### config.mk
export PLATFORM = sky130hd
export DESIGN_NAME = riscv_div_unit
export DESIGN_NICKNAME = d
export VERILOG_FILES = /design/src/rtl/riscv_div_unit.sv
export SDC_FILE = /design/constraint.sdc
export NUM_CORES = 1
export LEC_CHECK = 0
export BUFFER_PORTS_ARGS = -buffer_cell sky130_fd_sc_hd__buf_2
export CORE_ASPECT_RATIO = 0.5
export CORE_MARGIN = 5
export CORE_UTILIZATION = 56
export DETAILED_ROUTE_END_ITERATION = 8
export GPL_TIMING_DRIVEN = 1
export PLACE_DENSITY = 0.82
export SLEW_MARGIN = 20
export SYNTH_ARGS = -nofsm -noshare
export SYNTH_HDL_FRONTEND = slang
export SYNTH_SLANG_ARGS = --single-unit
### constraint.sdc
create_clock -name clk -period 2.57 [get_ports clk]
set_input_delay 0.514 -clock clk [delete_from_list [all_inputs] [get_ports clk]]
set_output_delay 0.514 -clock clk [all_outputs]
set_load 0.01 [all_outputs]
### src/rtl/riscv_div_unit.sv
// riscv_div_unit
// Iterative restoring divider for RV32M DIV/DIVU/REM/REMU. One quotient bit
// is produced per cycle using the shared add/sub unit, which this block
// drives through add_x/add_y/add_sub and reads back via add_sum/add_cout.
//
// Ports:
//   clk, rst_n                 clock, asynchronous active-low reset
//   start_valid/start_ready    operand handshake (ready only when idle)
//   op                         00 DIV, 01 DIVU, 10 REM, 11 REMU
//   dividend, divisor          rs1 / rs2 operands
//   flush                      synchronous kill of any in-flight operation
//   result_valid/result_ready  result handshake, result held until accepted
//   result                     quotient or remainder
//   busy                       high whenever not idle
//   add_x, add_y, add_sub      shared adder operands / subtract select
//   add_sum, add_cout          shared adder outputs
module riscv_div_unit #(
  parameter int XLEN = 32
) (
  input  logic            clk,
  input  logic            rst_n,
  input  logic            start_valid,
  output logic            start_ready,
  input  logic [1:0]      op,
  input  logic [XLEN-1:0] dividend,
  input  logic [XLEN-1:0] divisor,
  input  logic            flush,
  output logic            result_valid,
  input  logic            result_ready,
  output logic [XLEN-1:0] result,
  output logic            busy,
  output logic [XLEN-1:0] add_x,
  output logic [XLEN-1:0] add_y,
  output logic            add_sub,
  input  logic [XLEN-1:0] add_sum,
  input  logic            add_cout
);

  typedef enum logic [1:0] {IDLE, ITER, FIX, DONE} state_t;

  state_t          state, next_state;
  logic [4:0]      count;
  logic [XLEN-1:0] q_reg, r_reg, d_reg, result_reg;
  logic            is_rem_reg, neg_q_reg, neg_r_reg;

  logic            is_signed, accept, div_zero, overflow, special;
  logic            dividend_neg, divisor_neg;
  logic [XLEN-1:0] abs_dividend, abs_divisor, special_result;
  logic [XLEN-1:0] shifted, fix_val;
  logic            take, fix_neg;

  // Accept-time decode: operand signs, magnitudes and the two special cases
  // that bypass iteration entirely.
  assign is_signed    = ~op[0];
  assign accept       = (state == IDLE) & start_valid & ~flush;
  assign dividend_neg = is_signed & dividend[XLEN-1];
  assign divisor_neg  = is_signed & divisor[XLEN-1];
  assign abs_dividend = dividend_neg ? (~dividend + 1'b1) : dividend;
  assign abs_divisor  = divisor_neg  ? (~divisor  + 1'b1) : divisor;
  assign div_zero     = (divisor == '0);
  assign overflow     = is_signed & (dividend == {1'b1, {(XLEN-1){1'b0}}})
                        & (divisor == '1);
  assign special      = div_zero | overflow;

  always_comb begin
    special_result = '0;
    if (div_zero)
      special_result = op[1] ? dividend : '1;
    else
      special_result = op[1] ? '0 : {1'b1, {(XLEN-1){1'b0}}};
  end

  // Shifted partial remainder; R[31] set means the 33-bit value already
  // exceeds any divisor, so the subtract must be taken regardless of carry.
  assign shifted = {r_reg[XLEN-2:0], q_reg[XLEN-1]};
  assign take    = r_reg[XLEN-1] | add_cout;
  assign fix_val = is_rem_reg ? r_reg : q_reg;
  assign fix_neg = is_rem_reg ? neg_r_reg : neg_q_reg;

  assign start_ready  = (state == IDLE);
  assign busy         = (state != IDLE);
  assign result_valid = (state == DONE);
  assign result       = result_reg;

  // State register.
  always_ff @(posedge clk or negedge rst_n) begin
    if (!rst_n) state <= IDLE;
    else        state <= next_state;
  end

  // Next-state and adder drive. The adder is only claimed in ITER and FIX;
  // flush overrides every other transition.
  always_comb begin
    next_state = state;
    add_x      = '0;
    add_y      = '0;
    add_sub    = 1'b0;
    case (state)
      IDLE: if (start_valid) next_state = special ? DONE : ITER;
      ITER: begin
        add_x   = shifted;
        add_y   = d_reg;
        add_sub = 1'b1;
        if (count == 5'd0) next_state = FIX;
      end
      FIX: begin
        if (fix_neg) begin
          add_x   = '0;
          add_y   = fix_val;
          add_sub = 1'b1;
        end
        next_state = DONE;
      end
      DONE: if (result_ready) next_state = IDLE;
      default: next_state = IDLE;
    endcase
    if (flush) next_state = IDLE;
  end

  // Datapath registers: load on accept, shift/subtract in ITER, sign-fix in
  // FIX. The result register is left untouched after DONE.
  always_ff @(posedge clk or negedge rst_n) begin
    if (!rst_n) begin
      count      <= 5'd0;
      q_reg      <= '0;
      r_reg      <= '0;
      d_reg      <= '0;
      result_reg <= '0;
      is_rem_reg <= 1'b0;
      neg_q_reg  <= 1'b0;
      neg_r_reg  <= 1'b0;
    end else begin
      case (state)
        IDLE: if (accept) begin
          is_rem_reg <= op[1];
          neg_q_reg  <= is_signed & (dividend[XLEN-1] ^ divisor[XLEN-1]);
          neg_r_reg  <= dividend_neg;
          q_reg      <= abs_dividend;
          d_reg      <= abs_divisor;
          r_reg      <= '0;
          count      <= 5'd31;
          if (special) result_reg <= special_result;
        end
        ITER: begin
          r_reg <= take ? add_sum : shifted;
          q_reg <= {q_reg[XLEN-2:0], take};
          if (count != 5'd0) count <= count - 5'd1;
        end
        FIX: result_reg <= fix_neg ? add_sum : fix_val;
        default: ;
      endcase
    end
  end

endmodule

======== Yosys cells after proc, flatten, opt, wreduce, memory -nomap -nowiden ========
Index checks and enable logic that the tools add are counted.
word-level totals
  register bits ........................... 138
  bits in latches ......................... 0
  RAM bits ................................ 0
  ROM bits ................................ 0
  input bits .............................. 104
  output and inout port bits .............. 100
  logic and storage cells ................. 79
  memories kept ........................... 0
cells by class
  $add $sub $neg .......................... 3
  multipliers ............................. 0
  divide/modulo/power cells ............... 0
  $lt $le $gt $ge ......................... 0
  equality and inequality tests ........... 11
  shifts and indexed selects .............. 0
  muxes and demuxes ....................... 30
  bitwise operators ....................... 14
  reduce and logical (&&, ||, !) cells .... 12
operators with widths
  operator                                               number
  two-way mux 32 bit                                     14
  one-hot mux 32 bit (2 select lines)                    4
  adder 32 x 1 -> 32 bit, second input constant          2
  equality test 32 bit, second input constant            2
  inverter 32 bit                                        2
  logical NOT 32 bit                                     1
  two-way mux 2 bit                                      5
  two-way mux 5 bit                                      2
  one-hot mux 5 bit (2 select lines)                     1
  AND reduction 3 bit                                    3
  one-hot mux 2 bit (4 select lines)                     1
  AND 1 bit                                              7
  inequality test 3 x 2 -> 1 bit, second input constant  2
  nonzero test 2 bit                                     3
  logical NOT 5 bit                                      1
  nonzero test 5 bit                                     1
  subtractor 5 x 1 -> 5 bit, second input constant       1
  equality test 2 bit, second input constant             2
  inequality test 2 x 1 -> 1 bit, second input constant  2
  AND reduction 2 bit                                    2
  inequality test 3 bit, second input constant           1
  equality test 2 x 1 -> 1 bit, second input constant    1
  logical NOT 2 bit                                      1
  two-way mux 1 bit                                      2
  other kinds (5)                                        7

======== Logic depth before layout (Yosys ltp) ========
Gate-level depths: netlist of the first run.
  word-level depth ........................ 8
  gate-level depth with buffers ........... 9
  depth with buffers taken out ............ 8

======== Worst setup path before layout of the first run ========
Ideal clock, no wire load.
  kind .................................... input port to flip-flop
  start ................................... input divisor[0]
  end ..................................... register result_reg[10] (netlist: result[10])
  setup time .............................. 125 ps
  arrival time ............................ 2955 ps
  data required time ...................... 2445 ps
  slack ................................... -510 ps
  cell stages on the path ................. 9
  buffers on the path ..................... 1
  cell sequence ........................... inv_1 ha_1 or4b_2 or4_4 nand2b_4 o41ai_1 a21oi_2 buf_6 mux2_4
between the ends
  cells in the longest elaborated chain, start to end .. 5
  elaborated cells on any way between the ends .. 10
  those cells by class .................... eq/ne (2); mux (4); bitwise (2); reduce/logical (2)
ends and longest elaborated chain
  element                                                                                      RTL line  RTL
  start, declared                                                                              26        input logic [XLEN-1:0] divisor,
  equality test 32 bit or logical NOT 32 bit (tied branches)                                   62, 60
  AND 1 bit or two-way mux 32 bit (tied branches)                                              62, 67
  OR 1 bit or two-way mux 32 bit (tied branches)                                               63, 142
  inequality test 2 x 1 -> 1 bit (no source line) or two-way mux 32 bit (tied branches)        -
  AND reduction 3 bit (no source line) or one-hot mux 32 bit (2 select lines) (tied branches)  -
  end signal, assigned                                                                         142       if (special) result_reg <= special_result;
  end signal, assigned                                                                         149       FIX: result_reg <= fix_neg ? add_sum : fix_val;
  end, declared                                                                                43        logic [XLEN-1:0] q_reg, r_reg, d_reg, result_reg;
Parallel ways exist; a longest one is shown, timed or not. The select of a mux whose other input is x is not followed.
A chain may end at the register's enable or synchronous reset.

======== Final worst setup path of the first run ========
  start ................................... input dividend[26]
  end ..................................... register result_reg[11] (netlist: result[11])
between the ends
  cells in the longest elaborated chain, start to end .. 6
ends and longest elaborated chain
  element                                          RTL line  RTL
  start, declared                                  25        input logic [XLEN-1:0] dividend,
  equality test 32 bit                             61        assign overflow = is_signed & (dividend == {1'b1, {(XLEN-1){1'b0}}})
  AND 1 bit                                        61
  AND 1 bit                                        62        & (divisor == '1);
  OR 1 bit                                         63        assign special = div_zero | overflow;
  inequality test 2 x 1 -> 1 bit (no source line)  -
  AND reduction 3 bit (no source line)             -
No other way between the ends.

==> impl_metrics.py, run 1 <==
metrics = {
    "status": {
        "outcome": "finished with violations",
        "violations": "negative setup slack",
    },
    "synth": {
        "synthTopCellsByCount": "138 x dfrtp_1, 103 x nand2_1, 84 x o21ai_0",
        "synthAdderAreaFrac_pct": 1.31,
        "synth_area_um2": 9550,
        "synth_xor_area_share_pct": 5.59,
        "ys_ff_latch": 138,
        "yosysMostFrequentCell": "dfrtp_1",
        "avgSynthCellArea_um2": 9.47,
        "synth_area_leaders": "dfrtp_1 36%, mux2i_1 6.8%, mux2_4 4.7%",
        "synthDistinctLibCells": 66,
        "synth_flop_cell": "dfrtp_1",
        "synthMuxAreaShare_pct": 15.6,
        "synth-simple-area-share_pct": 19.1,
        "syn_nets": 1123,
        "synth_compound_area_share_pct": 17.9,
        "async_reset_ff_share_pct": 100,
        "synth_edf_count": 0,
        "yosysTopAreaCell": "dfrtp_1",
        "postSynthCellCount": 1009,
        "netlist.area_leader.share_pct": 36.1,
        "synth_top_family_by_area": "simple AND/OR/NAND/NOR gates",
        "yosysSeqAreaShare_pct": 36.1,
        "yosys_warnings": 0,
    },
    "grt": {
        "grt_start_max_net_pins": 64,
        "grt_pass1_wl_um": 50800,
        "grt_usage_pct": 32.5,
        "grt_pass1_vias": 9343,
        "grt_antenna_before_repair": 1,
        "grt-ovfl-total": 0,
    },
    "sta": {
        "fmax_mhz": 369,
        "slew-limit-headroom_pct": 46.4,
        "tightest_slew_ns": 0.801,
        "final_hold_viol_count": 0,
        "timing.final.crit_share_pct": 105,
        "fin_crit_ns": 2.71,
        "worst_slack_ns": -0.139,
        "setup_viol": 32,
        "fin_worst_skew_ns": 0.00709,
        "rsz0062_at_grt": "true",
        "finalSetupTns_ns": -3.82,
        "drv_slew": 0,
    },
    "pwr": {
        "clock_power_share_pct": 19.2,
        "p_comb_share_pct": 50.6,
        "ir_worst_vdd_mv": 0.643,
        "p_leak_nw": 5.94,
        "seqPwrFrac_pct": 30.2,
        "p_switching_mw": 5.65,
        "power_density_nw_per_um2": 1060,
        "swShare_pct": 43.4,
        "power.internal_mw": 7.37,
    },
    "placed_design": {
        "place.gp.congestion": 0.959,
        "io_buffers": 203,
        "dp_hpwl_um": 23500,
    },
    "layout": {
        "diodes": 0,
        "area_growth_pct": 28.2,
        "num-nets-final": 1387,
        "finish.utilization_pct": 74.0,
        "n_fill_cell": 1189,
        "final_layout_size_suffix_gt1_share_pct": 39.1,
    },
    "die": {
        "die_x_um": 195,
        "io_pins": 204,
        "die_h_um": 102,
        "fp-row-count": 33,
        "start_util_pct": 57.7,
        "core_area_um2": 16600,
        "fp.dieArea_um2": 19900,
    },
    "hold_path": {
        "min_path_type": "in -> async",
    },
    "worst_setup_path": {
        "max_stage_delay_ns": 0.53,
        "cp_common_cell": "or4_4",
        "cp-end-kind": "flip-flop",
        "cp-start-kind": "input port",
        "required_ns": 2.88,
        "worstPathArrival_ns": 3.02,
        "crit_slowest_cell": "or4_4",
        "path_class": "in -> reg",
        "crit_chain": "buf_6 > or4_4 > or3_4 > or4_4 > nor4_4 > a21oi_4 > buf_12 > mux2_4",
        "critPathMaxFanout": 14,
    },
    "clocking": {
        "numClockSinks": 138,
        "cts_buffers": 17,
        "clk_pin_slew_ns": 0.07,
        "clkLatencyLatePin_ns": 0.43,
        "cts_max_level": 4,
        "clock_path_buffers": 2,
        "cts_root_buf": "clkbuf_16",
        "postCtsHoldBufs": 0,
        "cts_tree": "done",
    },
    "route": {
        "routed-wl-met3_um": 4140,
        "drt_wl_total_um": 32800,
        "first_pass_iters": 5,
        "met1_length_um": 13400,
        "ant_nets": 0,
        "viasPerCell": 6.16,
        "drc": 0,
        "wl_met2_um": 14600,
        "vias": 9327,
        "drtIter0Drc": 1103,
        "wl_per_cell_um": 21.7,
        "highest_layer": "met5",
    },
    "flow_run": {
        "maxCapViolations": 0,
    },
}
stage by stage:
stage	hold WS, ns	std cells	power [mW]	worst slack [ns]	cell area, um2
after global placement	0.463	1471	9.74	-0.454	11400
after detailed placement	0.471	1471	9.97	-0.518	11400
after CTS	0.0313	1506	12.6	-0.0744	12200
final	0.00389	1513	13.0	-0.139	12300
after global routing	0.0437	1513	13.6	-0.172	12300
after floorplan	0.218	1009	7.64	-0.246	9580
kinds of logic after synthesis:
| group | count (synthesis) |
|---|---|
| DFF | 138 |
| AOI/OAI and AO/OA | 262 |
| adders and majority gates | 10 |
| xor gates and xnor gates | 61 |
| muxes | 130 |
| buffers and inverters | 85 |
| and+or+nand+nor | 323 |
layout make-up:
| type | count | area [um2] | share of cell area (%) |
|---|---|---|---|
| timing repair buffer | 314 | 2030 | 16.6 |
| clock inverter | 14 | 154 | 1.26 |
| multi-input combinational | 786 | 5820 | 47.5 |
| sequential | 138 | 3460 | 28.2 |
| inverter | 16 | 68.8 | 0.562 |
| tap | 227 | 284 | 2.32 |
| clock buffer | 18 | 439 | 3.58 |
routing by layer:
layer	track usage [%]	up-vias
met5	0	-
met4	10.2	2
met3	11.2	87
met2	50.8	586
met1	43.1	4518
li1	-	4134
worst max-delay path: cells and delay by family:
kind            cells  cell delay, ns
simple gates        4            1.69
compound gates      1            0.19
buf+inv             2            0.30
mux                 1            0.31
worst paths after layout:
check / startpoint / endpoint / slack (ns) / depth (start not counted)
max: dividend[26] / result[11] / -0.14 / 8
min: rst_n / d_reg[27] / 0.004 / 1
max reg2reg: state[1] / result[11] / 0.29 / 8
min reg2reg: d_reg[4] / d_reg[4] / 0.48 / 2
max in group asynchronous: rst_n / is_rem_reg / 1.79 / 2
min in group clk: flush / state[1] / 0.36 / 2
repair_timing:
item	4_1_cts	5_1_grt
setup buffers	1	7
gates cloned	2	0
resized for setup	19	9
endpoints found under the setup margin	77	82
pin swaps	0	2
cell usage in the layout, fill, tap and decap left out, drive strengths merged, types with 3 or more instances in the layout:
cell type,count
clkbuf,18
a211oi,3
dfrtp,138
o41ai,7
o31ai,13
nor2,47
nor2b,37
o22ai,41
nor3,12
mux2,65
mux2i,65
nand4,12
buf,313
clkinv,6
a22oi,33
or4,9
and2,35
a21oi,41
nand2b,4
and2b,30
a31oi,7
xnor2,32
nor4,9
inv,21
nand3,4
xor2,29
nand2,103
ha,10
o21ai,112
or3,10
power by group through the flow:
stage	sequential, mW	combinational, mW	clock, mW
2_1_floorplan	3.69	3.96	0
3_3_place_gp	3.84	5.89	0
3_5_place_dp	3.88	6.09	0
4_1_cts	3.88	6.27	2.49
5_1_grt	4.03	7.00	2.60
6_report	3.93	6.59	2.50
Note: power is estimated with default switching activity, not from simulation.
==> run 2, diff against run 1 <==
--- a/config.mk
+++ b/config.mk
@@ -12,6 +12,7 @@
 export DETAILED_ROUTE_END_ITERATION = 8
 export GPL_TIMING_DRIVEN = 1
 export PLACE_DENSITY = 0.82
+export SKIP_LAST_GASP = 1
 export SLEW_MARGIN = 20
 export SYNTH_ARGS = -nofsm -noshare
 export SYNTH_HDL_FRONTEND = slang
==> impl_metrics.py, run 2 (synthesis results as in run 1) <==
metrics = {
    "status": {
        "outcome": "finished with violations",
        "violations": "negative setup slack",
    },
    "clocking": {
        "cts_tree": "done",
        "numClockSinks": 138,
        "cts_root_buf": "clkbuf_16",
        "cts_buffers": 17,
        "clkLatencyLatePin_ns": 0.43,
        "postCtsHoldBufs": 0,
        "clock_path_buffers": 2,
        "cts_max_level": 4,
        "clk_pin_slew_ns": 0.07,
    },
    "grt": {
        "grt_usage_pct": 32.3,
        "grt_pass1_vias": 9313,
        "grt_pass1_wl_um": 50600,
        "grt_start_max_net_pins": 64,
        "grt-ovfl-total": 0,
        "grt_antenna_before_repair": 1,
    },
    "sta": {
        "setup_viol": 33,
        "timing.final.crit_share_pct": 105,
        "fin_worst_skew_ns": 0.00810,
        "tightest_slew_ns": 0.827,
        "rsz0062_at_grt": "true",
        "slew-limit-headroom_pct": 44.7,
        "fmax_mhz": 370,
        "drv_slew": 0,
        "fin_crit_ns": 2.71,
        "finalSetupTns_ns": -3.73,
        "worst_slack_ns": -0.136,
        "final_hold_viol_count": 0,
    },
    "die": {
        "fp-row-count": 33,
        "fp.dieArea_um2": 19900,
        "core_area_um2": 16600,
        "die_x_um": 195,
        "die_h_um": 102,
        "start_util_pct": 57.7,
        "io_pins": 204,
    },
    "worst_setup_path": {
        "reg2reg_depth": 10,
        "cp-end-kind": "flip-flop",
        "required_ns": 2.87,
        "path_class": "in -> reg",
        "worstPathArrival_ns": 3.01,
        "critPathMaxFanout": 9,
        "cp-start-kind": "input port",
    },
    "hold_path": {
        "min_path_type": "in -> async",
    },
    "layout": {
        "area_growth_pct": 28.1,
        "finalInstanceArea_um2": 12200,
        "n_fill_cell": 1193,
        "multi_input_area_um2": 5810,
        "finish.utilization_pct": 73.9,
        "num-nets-final": 1389,
        "final_layout_size_suffix_gt1_share_pct": 39.0,
        "final_cell_mix": "200 x buf_2, 136 x dfrtp_1, 103 x nand2_1",
        "layout_commonest_cell": "buf_2",
        "seqCellArea_um2": 3460,
        "diodes": 0,
    },
    "route": {
        "drt_wl_total_um": 32800,
        "drtIter0Drc": 1000,
        "wl_per_cell_um": 21.6,
        "vias": 9262,
        "first_pass_iters": 5,
        "drc": 0,
        "viasPerCell": 6.11,
        "ant_nets": 0,
    },
    "flow_run": {
        "maxCapViolations": 0,
    },
    "placed_design": {
        "dp_hpwl_um": 23500,
        "placed_area_um2": 11400,
        "io_buffers": 203,
        "place.gp.congestion": 0.959,
    },
    "pwr": {
        "p_leak_nw": 5.93,
        "power_density_nw_per_um2": 1060,
        "power_mw": 13.0,
        "ir_worst_vdd_mv": 0.639,
    },
}
[run 2: cell count changes in the layout (fill, tap and decap cells not counted), sizes merged]
| cell | change |
|---|---|
| buf | +1 |
| clkbuf | +1 |
[run 2: path summary, 6_finish.rpt]
check	startpoint	endpoint	slack, ns
worst max-delay path	dividend[26]	result[31]	-0.14
worst max register to register	state[1]	count[4]	0.28
worst min-delay path	rst_n	d_reg[27]	0.005
min in group clk	flush	state[1]	0.34
max in group asynchronous	rst_n	is_rem_reg	1.80
worst min register to register	result[0]	result[0]	0.48
[run 2: final cells by class]
cell class | count | share of cell area (%)
clock buffer | 18 | 3.59
clock inverter | 14 | 1.26
inverter | 16 | 0.562
multi-input combinational | 786 | 47.4
sequential | 138 | 28.2
tap | 227 | 2.32
timing repair buffer | 316 | 16.6
[run 2: where the power goes]
| group | switching (mW) | total, mW | internal, mW | leakage [nW] |
|---|---|---|---|---|
| logic | 3.73 | 6.58 | 2.85 | 3.91 |
| clock network | 1.10 | 2.50 | 1.40 | 0.285 |
| registers | 0.828 | 3.94 | 3.11 | 1.74 |
[run 2: layer usage]
metal	global-route usage [%]	routed length, um	up-vias
li1	-	-	4135
met1	43.0	13700	4523
met2	50.6	14500	534
met3	11.2	3910	68
met4	9.88	675	2
met5	0	13	-
[run 2: worst max-delay path, cell delays in order]
cell and delay, ns:
buf_6 0.09, or4_4 0.53, or3_4 0.39, or4_4 0.53, nor4_4 0.25, a21oi_4 0.19
buf_12 0.20, mux2_1 0.31
[run 2: metrics by stage]
| step | instances | worst slack [ns] | hold WS, ns |
|---|---|---|---|
| after floorplan | 1009 | -0.246 | 0.218 |
| after global placement | 1471 | -0.454 | 0.463 |
| after detailed placement | 1471 | -0.518 | 0.471 |
| after CTS | 1506 | -0.0918 | 0.0313 |
| after global routing | 1515 | -0.185 | 0.0440 |
| final | 1515 | -0.136 | 0.00509 |
[run 2: what timing repair did]
action                                  4_1_cts  5_1_grt
endpoints found under the setup margin       77       82
gates resized for setup                      11       10
buffers inserted                              1        8
pin swaps                                     0        1
gates cloned                                  2        1
